File: src/rtl/mul_issue_if.sv
// Issue-lane, multiplier and writeback signals shared between the multiply
// issue scheduler (slave) and its surroundings (master).
interface mul_issue_if #(
    parameter int SS    = 2,
    parameter int TAG_W = 3
);
    logic [SS-1:0]            req_valid;
    logic [SS-1:0][31:0]      req_a;
    logic [SS-1:0][31:0]      req_b;
    logic [SS-1:0][1:0]       req_mul_type;
    logic [SS-1:0][TAG_W-1:0] req_tag;
    logic [SS-1:0]            req_ready;

    logic                     mul_start;
    logic [31:0]              mul_a;
    logic [31:0]              mul_b;
    logic [1:0]               mul_type;
    logic                     mul_done;
    logic [63:0]              mul_p;

    logic                     res_valid;
    logic [TAG_W-1:0]         res_tag;
    logic [31:0]              res_value;
    logic                     res_ack;
    logic                     flush;

    modport master (
        output req_valid, req_a, req_b, req_mul_type, req_tag,
        output mul_done, mul_p, res_ack, flush,
        input  req_ready, mul_start, mul_a, mul_b, mul_type,
        input  res_valid, res_tag, res_value
    );

    modport slave (
        input  req_valid, req_a, req_b, req_mul_type, req_tag,
        input  mul_done, mul_p, res_ack, flush,
        output req_ready, mul_start, mul_a, mul_b, mul_type,
        output res_valid, res_tag, res_value
    );
endinterface

File: src/rtl/mul_issue_scheduler.sv
// Round-robin issue scheduler for a shared multiplier: grants one lane,
// pulses start, waits for the product and holds the result until acked.
module mul_issue_scheduler #(
    parameter int SS    = 2,
    parameter int TAG_W = 3
) (
    input logic        clk,
    input logic        rst,
    mul_issue_if.slave bus
);
    localparam int PTR_W = (SS > 1) ? $clog2(SS) : 1;

    typedef enum logic [1:0] {
        ST_IDLE   = 2'd0,
        ST_START  = 2'd1,
        ST_WAIT   = 2'd2,
        ST_RESULT = 2'd3
    } state_t;

    state_t           state_r;
    state_t           next_state_s;
    logic [PTR_W-1:0] rr_ptr_r;
    logic [PTR_W-1:0] win_s;
    logic [PTR_W-1:0] next_ptr_s;
    logic             found_s;
    logic             grant_fire_s;
    logic             capture_s;
    logic             mul_start_s;
    logic [SS-1:0]    req_ready_s;
    logic [31:0]      a_r;
    logic [31:0]      b_r;
    logic [1:0]       type_r;
    logic [TAG_W-1:0] tag_r;
    logic [31:0]      res_value_r;

    // Only MUL returns the low word; every high-half variant returns the upper word.
    function automatic logic [31:0] select_result(input logic [1:0] mtype, input logic [63:0] prod);
        logic [31:0] sel;
        case (mtype)
            2'b00:               sel = prod[31:0];
            2'b01, 2'b10, 2'b11: sel = prod[63:32];
            default:             sel = prod[31:0];
        endcase
        return sel;
    endfunction

    // Round-robin pick: scan from the far end so the lane nearest rr_ptr_r wins last.
    always_comb begin
        logic [PTR_W-1:0] idx_s;
        idx_s   = {PTR_W{1'b0}};
        found_s = 1'b0;
        win_s   = {PTR_W{1'b0}};
        for (int off = SS - 1; off >= 0; off--) begin
            idx_s   = PTR_W'((int'(rr_ptr_r) + off) % SS);
            win_s   = bus.req_valid[idx_s] ? idx_s : win_s;
            found_s = found_s | bus.req_valid[idx_s];
        end
    end

    assign next_ptr_s = (win_s == PTR_W'(SS - 1)) ? {PTR_W{1'b0}} : (win_s + PTR_W'(1'b1));

    // Next-state and per-state control decode; flush always returns to idle.
    always_comb begin
        next_state_s = state_r;
        grant_fire_s = 1'b0;
        capture_s    = 1'b0;
        mul_start_s  = 1'b0;
        case (state_r)
            ST_IDLE: begin
                if (found_s && !bus.flush && !rst) begin
                    grant_fire_s = 1'b1;
                    next_state_s = ST_START;
                end else begin
                    next_state_s = ST_IDLE;
                end
            end
            ST_START: begin
                mul_start_s  = ~bus.flush;
                next_state_s = bus.flush ? ST_IDLE : ST_WAIT;
            end
            ST_WAIT: begin
                if (bus.flush) begin
                    next_state_s = ST_IDLE;
                end else if (bus.mul_done) begin
                    capture_s    = 1'b1;
                    next_state_s = ST_RESULT;
                end else begin
                    next_state_s = ST_WAIT;
                end
            end
            ST_RESULT: begin
                if (bus.flush || bus.res_ack) begin
                    next_state_s = ST_IDLE;
                end else begin
                    next_state_s = ST_RESULT;
                end
            end
            default: begin
                next_state_s = ST_IDLE;
            end
        endcase
    end

    // One-hot grant toward the round-robin winner.
    always_comb begin
        req_ready_s        = {SS{1'b0}};
        req_ready_s[win_s] = grant_fire_s;
    end

    // State register.
    always_ff @(posedge clk or posedge rst) begin
        if (rst) begin
            state_r <= ST_IDLE;
        end else begin
            state_r <= next_state_s;
        end
    end

    // Winner latch, round-robin pointer and captured result.
    always_ff @(posedge clk or posedge rst) begin
        if (rst) begin
            rr_ptr_r    <= {PTR_W{1'b0}};
            a_r         <= 32'd0;
            b_r         <= 32'd0;
            type_r      <= 2'b00;
            tag_r       <= {TAG_W{1'b0}};
            res_value_r <= 32'd0;
        end else begin
            if (grant_fire_s) begin
                rr_ptr_r <= next_ptr_s;
                a_r      <= bus.req_a[win_s];
                b_r      <= bus.req_b[win_s];
                type_r   <= bus.req_mul_type[win_s];
                tag_r    <= bus.req_tag[win_s];
            end
            if (capture_s) begin
                res_value_r <= select_result(type_r, bus.mul_p);
            end
        end
    end

    assign bus.req_ready = req_ready_s;
    assign bus.mul_start = mul_start_s;
    assign bus.mul_a     = a_r;
    assign bus.mul_b     = b_r;
    assign bus.mul_type  = type_r;
    assign bus.res_valid = (state_r == ST_RESULT);
    assign bus.res_tag   = tag_r;
    assign bus.res_value = res_value_r;
endmodule

File: src/flat_wrapper.sv
// flat-port wrapper written by rule: the top's interface ports become plain ports
module mul_issue_scheduler_flat 
#(
    parameter int SS    = 2,
    parameter int TAG_W = 3
)
  (clk, rst, bus_req_valid, bus_req_a, bus_req_b, bus_req_mul_type, bus_req_tag, bus_mul_done, bus_mul_p, bus_res_ack, bus_flush, bus_req_ready, bus_mul_start, bus_mul_a, bus_mul_b, bus_mul_type, bus_res_valid, bus_res_tag, bus_res_value);
  mul_issue_if #(.SS(SS), .TAG_W(TAG_W)) bus_i ();
  input logic clk;
  input logic rst;
  input wire logic [$bits(bus_i.req_valid)-1:0] bus_req_valid;
  input wire logic [$bits(bus_i.req_a)-1:0] bus_req_a;
  input wire logic [$bits(bus_i.req_b)-1:0] bus_req_b;
  input wire logic [$bits(bus_i.req_mul_type)-1:0] bus_req_mul_type;
  input wire logic [$bits(bus_i.req_tag)-1:0] bus_req_tag;
  input wire logic [$bits(bus_i.mul_done)-1:0] bus_mul_done;
  input wire logic [$bits(bus_i.mul_p)-1:0] bus_mul_p;
  input wire logic [$bits(bus_i.res_ack)-1:0] bus_res_ack;
  input wire logic [$bits(bus_i.flush)-1:0] bus_flush;
  output wire logic [$bits(bus_i.req_ready)-1:0] bus_req_ready;
  output wire logic [$bits(bus_i.mul_start)-1:0] bus_mul_start;
  output wire logic [$bits(bus_i.mul_a)-1:0] bus_mul_a;
  output wire logic [$bits(bus_i.mul_b)-1:0] bus_mul_b;
  output wire logic [$bits(bus_i.mul_type)-1:0] bus_mul_type;
  output wire logic [$bits(bus_i.res_valid)-1:0] bus_res_valid;
  output wire logic [$bits(bus_i.res_tag)-1:0] bus_res_tag;
  output wire logic [$bits(bus_i.res_value)-1:0] bus_res_value;
  assign bus_i.req_valid = bus_req_valid;
  assign bus_i.req_a = bus_req_a;
  assign bus_i.req_b = bus_req_b;
  assign bus_i.req_mul_type = bus_req_mul_type;
  assign bus_i.req_tag = bus_req_tag;
  assign bus_i.mul_done = bus_mul_done;
  assign bus_i.mul_p = bus_mul_p;
  assign bus_i.res_ack = bus_res_ack;
  assign bus_i.flush = bus_flush;
  assign bus_req_ready = bus_i.req_ready;
  assign bus_mul_start = bus_i.mul_start;
  assign bus_mul_a = bus_i.mul_a;
  assign bus_mul_b = bus_i.mul_b;
  assign bus_mul_type = bus_i.mul_type;
  assign bus_res_valid = bus_i.res_valid;
  assign bus_res_tag = bus_i.res_tag;
  assign bus_res_value = bus_i.res_value;
  mul_issue_scheduler #(.SS(SS), .TAG_W(TAG_W)) u_core (.clk(clk), .rst(rst), .bus(bus_i));
endmodule
File: config.mk
export PLATFORM = sky130hd
export DESIGN_NAME = mul_issue_scheduler_flat
export DESIGN_NICKNAME = d
export VERILOG_FILES = /design/src/rtl/mul_issue_if.sv /design/src/rtl/mul_issue_scheduler.sv /design/src/flat_wrapper.sv
export SDC_FILE = /design/constraint.sdc
export NUM_CORES = 1
export LEC_CHECK = 0
export ABC_AREA = 1
export BUFFER_PORTS_ARGS = -buffer_cell sky130_fd_sc_hd__buf_2
export CAP_MARGIN = 0
export CORE_ASPECT_RATIO = 0.5
export CORE_UTILIZATION = 35
export DETAILED_ROUTE_END_ITERATION = 6
export PLACE_DENSITY = 0.65
export SYNTH_ARGS = -nofsm -noshare
export SYNTH_HDL_FRONTEND = slang
export SYNTH_SLANG_ARGS = --single-unit
File: constraint.sdc
create_clock -name clk -period 5 [get_ports clk]
set_clock_uncertainty 0.15 [all_clocks]
set_input_delay 1 -clock clk [delete_from_list [all_inputs] [get_ports clk]]
set_output_delay 1 -clock clk [all_outputs]
set_load 0.05 [all_outputs]
# Word level (Yosys, flattened, before mapping)
# Index checks and enable logic that the tools add are counted.
# word_totals
n_memories	0
latchBits	0
input_bits	209
romBits	0
out_inout_bits	105
mem_bits_rw	0
reg_bits	104
# classes
n_shift	0
n_reduce_logical	9
muxes	30
n_lt_le_gt_ge	4
n_bitwise	3
addsub	2
eq_ne	6
div_mod_pow	0
n_mul	0
# op_table
operator	count
$mux 32	4
$pmux 32 s2	1
$mux 1	16
$mux 2	5
$eq 2x2->1 const B	4
$pmux 2 s4	1
$lt 1x2->1 const B	3
$mux 3	2
$eq 2x1->1 const B	2
$logic_not 2->1	2
$logic_and 1x1->1	3
$reduce_or 3->1	1
$add 1x1->1 const B	2
$and 2x2->2	1
$logic_not 1->1	2
$demux 1 s1	1
$ge 1x1->1 const B	1
$logic_or 1x1->1	1
$not 1->1	1
$or 1x1->1	1

# Logic depth before layout (Yosys ltp)
# logic_depth
depth_word	10
depth_mapped	7
ltp_nobuf	6

# Least setup slack after synthesis
# Ideal clock, no wire load.
# synth_timing
path_type	input to output
start	input port bus_req_valid[1]
end	output port bus_req_ready[1]
required_ps	3850
cell_stages	5
arrival_time_ps	2182
slack_ps	1668
cell_sequence	buf_4 > nor2_4 > nand3b_4 > buf_2 > nor2_1
# synth_via
elab_chain_cells	9
elab_cells_between_ends	17
classes_between	order compare (2); mux (10); bitwise (2); reduce/logical (3)
# synth_lines
item	line	text
start: declaration	flat_wrapper.sv:11	input wire logic [$bits(bus_i.req_valid)-1:0] bus_req_valid;
$mux 1 (implied by the code) (2 in series)	mul_issue_scheduler.sv:55, mul_issue_scheduler.sv:56	
$mux 1 (2 in series)	mul_issue_scheduler.sv:55	win_s = bus.req_valid[idx_s] ? idx_s : win_s;
$lt 1x2->1 (implied by the code) / $ge 1x1->1 (equally long branches)	mul_issue_scheduler.sv:107	req_ready_s[win_s] = grant_fire_s;
$logic_and 1x1->1 (implied by the code)	mul_issue_scheduler.sv:107	
$mux 1 (implied by the code)	mul_issue_scheduler.sv:107	
$demux 1 s1	n/a	
$and 2x2->2 (no line) *	n/a	
end: declaration	flat_wrapper.sv:20	output wire logic [$bits(bus_i.req_ready)-1:0] bus_req_ready;
# Every way passes the cells marked *; elsewhere a longest branch is shown, timed or not. The select of a mux whose other input is x is not followed.

# Final worst setup path
# layout_timing
start	input port bus_req_valid[0]
end	output port bus_req_ready[0]
# Same word-level chain as after synthesis.

==> key figures <==
Setup path
  – Kind of end point of the critical path: primary output
  – CP required: 3.85 ns
  – RR Startpoint: u_core.state_r[0]$_DFF_PP0_
  – CP max FO: 35
  – FF-to-FF path depth: 5
  – CP Launch Type: input pin
  – CP Class: input pin to primary output
  – Worst R2R Setup Slack: 2.53 ns
  – Critical Path AT: 2.16 ns
  – Worst R2R End: u_core.bus.res_value[8]$_DFFE_PP0P_

Logic synthesis
  – Mean Syn Cell Area: 7.347 um^2
  – Synth Cell Area: 0.005782 mm^2
  – Flop and latch count out of synthesis: 104
  – Post-synthesis compound-gate area fraction: 2.986%
  – Main combinational cell family by area after synthesis: simple AND/OR/NAND/NOR gates
  – Adder-Cell Fraction of Synth Area: 0%
  – Post-Syn Instances: 787
  – Number of unique standard cell types used by synthesis: 21
  – Yosys top cell area share: 45.01%
  – Synth area leaders: dfrtp_1 45%, nand2_1 24%, nand3b_1 9.0%, nand3_1 5.2%, inv_1 4.9%
  – Leading area contributor after synthesis: dfrtp_1
  – Synth Area in Simple Gates: 42.00%
  – Mux share of post-synthesis cell area: 0%
  – Post-synthesis xor/xnor area fraction: 0%
  – Syn Nets: 996
  – Synth warnings: 0
  – Post-synthesis sequential area ratio: 45.01%

Clock tree
  – CTS tree: done
  – Clock tree buffer depth: 2
  – CTS Buf Count: 9
  – Clk_lat worst skew: 0.33 ns
  – # clock sinks: 104
  – Resize count post-CTS: 0
  – Setup Buffers After CTS: 0
  – Root buffer cell: clkbuf_16
  – Post-CTS Hold Fix Bufs: 0
  – H-tree levels: 3
  – Clock-pin slew on the worst setup and hold paths: 0.06 ns

Routing
  – Routed length per placed instance: 13.17 um
  – Post-DR vias/cell: 4.616
  – Drt drc: 0
  – Post-route ant nets: 0
  – Drt total wl: 17.05 mm
  – DRT Pass-1 Iters: 4
  – Initial DRC count: 289
  – Via count: 5978

Power
  – Share of power burned in registers: 31.8%
  – Switching part of the total: 50.69%
  – Clk network pwr share: 17.3%
  – Cell-internal power: 1.966 mW
  – Sw power: 2.021 mW
  – Gate power share: 50.9%
  – P per Cell Area: 518.2 mW/mm^2
  – Final Power: 3.987 mW
  – Leak: 4.639 nW
  – Max VDD drop: 0.2283 mV

Floorplanning
  – I/O pin count: 314
  – Initial Util: 36.65%
  – Die Ht: 92.89 um
  – Core Box Area: 0.01578 mm^2
  – Die area: 0.01707 mm^2
  – Rows: 32
  – Die Wd: 183.8 um

STA
  – Min Hold Slack: 0.3226 ns
  – Final setup TNS: 0 ns
  – Final Hold Fails: 0
  – Tmin final: 3.310 ns
  – Relative slew slack: 39.23%
  – Fin crit share: 66.21%
  – Worst-margin pin slew: 0.9095 ns
  – Achievable Freq: 302.1 MHz
  – Setup violators final: 0
  – Slew Limit Fails: 0
  – RSZ-0062 raised after global routing: no

Global route
  – Initial antenna violation count: 2
  – First-pass GRT wire length: 27.37 mm
  – Total GRT Usage: 20.08%
  – GRT Residual Overflow: 0
  – Vias in the first global route: 5517
  – Largest net degree at the start of global routing: 71

Layout
  – P&R area growth vs syn: 33.09%
  – Area of the multi-input gates: 0.002604 mm^2
  – FILL cells: 1669
  – Post-route cell area: 0.007695 mm^2
  – Nets@finish: 1278
  – Sequential Area: 0.002603 mm^2
  – Share of layout cells above drive strength 1: 33.36%
  – Core Util, Final: 48.78%

Placement
  – Placed standard-cell area: 0.007405 mm^2
  – PortBufs: 313
  – Placer congestion estimate: 0.7896
  – HPWL after DPL: 12.33 mm

Hold path
  – Hold Path Depth: 2
  – Hold Path Class: flip-flop to flip-flop
  – Hold EP: u_core.bus.mul_a[9]$_DFFE_PP0P_
  – Hold_sp: u_core.bus.mul_a[9]$_DFFE_PP0P_

Job
  – Max-Cap Viols: 0

Outcome
  – Status: complete, no violations
-- cells in the mapped netlist, drive strengths merged --
| cell type | number |
|---|---|
| a211oi | 1 |
| nand3b | 70 |
| nand3 | 70 |
| nand2 | 373 |
| inv | 76 |
| o21ai | 33 |
| nor2 | 7 |
| clkbuf | 16 |
| dfrtp | 104 |
| buf | 35 |
| nand4 | 1 |
| nor3 | 1 |
-- per-stage QoR --
step	setup slack, ns	cells
2_1_floorplan	1.118	787
3_3_place_gp	1.704	1279
3_5_place_dp	1.685	1279
4_1_cts	1.672	1294
5_1_grt	1.540	1295
6_report	1.690	1295
-- worst max-delay path by stage --
stage                           startpoint                              end  depth (start not counted)
final                     bus_req_valid[0]                 bus_req_ready[0]                          6
after global routing      bus_req_valid[0]                 bus_req_ready[0]                          6
after CTS                 bus_req_valid[0]                 bus_req_ready[0]                          6
after detailed placement  bus_req_valid[0]                 bus_req_ready[0]                          6
after global placement    bus_req_valid[0]                 bus_req_ready[0]                          6
after floorplan                        rst  u_core.bus.mul_a[0]$_DFFE_PP0P_                          1
-- worst max-delay path, cell delays in order --
cell     delay (ns)
buf_2          0.12
nand2_2        0.07
nand2_2        0.47
nand2_1        0.15
inv_1          0.08
buf_2          0.27
-- logic make-up (layout without fill, tap and decap cells) --
kind of cell / Yosys count / count (layout)
other: 0 / 1
buffers and inverters: 127 / 413
AND/OR/NAND/NOR: 522 / 522
flip-flops: 104 / 104
AO/OA/AOI/OAI: 34 / 34
-- cell type report --
class	instances	area share, %
diodes	1	0.03252
clock buffers	10	2.976
clock inverters	5	0.7642
inverters	76	3.740
multi-input cells	556	33.84
flip-flops and latches	104	33.82
well taps	221	3.593
repair buffers	322	21.24
-- power groups by stage --
stage	sequential [mW]	combinational [mW]	clock, mW
after global routing	1.31	2.17	0.752
after detailed placement	1.28	2.05	0
after CTS	1.27	2.05	0.718
final	1.27	2.03	0.691
after global placement	1.27	2.03	0
after floorplan	2.26	0.520	0
-- cells in the final DEF (no fill, tap or decap), types with 2 or more instances in the layout --
master,count
nand2_1,370
buf_2,313
dfrtp_1,104
inv_1,74
nand3b_1,69
nand3_1,60
o21ai_0,33
nand3_2,10
clkbuf_16,9
buf_4,9
nor2_4,3
nand2_2,3
nor2_1,2
clkinvlp_4,2
-- metal layers --
layer	vias to the layer above	wire length [um]	track usage, %
met5	-	13	0
met4	2	316	5.278
met3	26	923	4.404
met2	199	8513	35.51
met1	2761	7287	24.75
li1	2990	-	-
-- registers in the layout, indices dropped and copies added, names as in the netlist --
name / count
u_core.bus.res_tag: 3
u_core.rr_ptr_r: 1
u_core.bus.res_value: 32
u_core.state_r: 2
u_core.bus.mul_type: 2
u_core.bus.mul_a: 32
u_core.bus.mul_b: 32
Note: power is estimated with default switching activity, not from simulation.
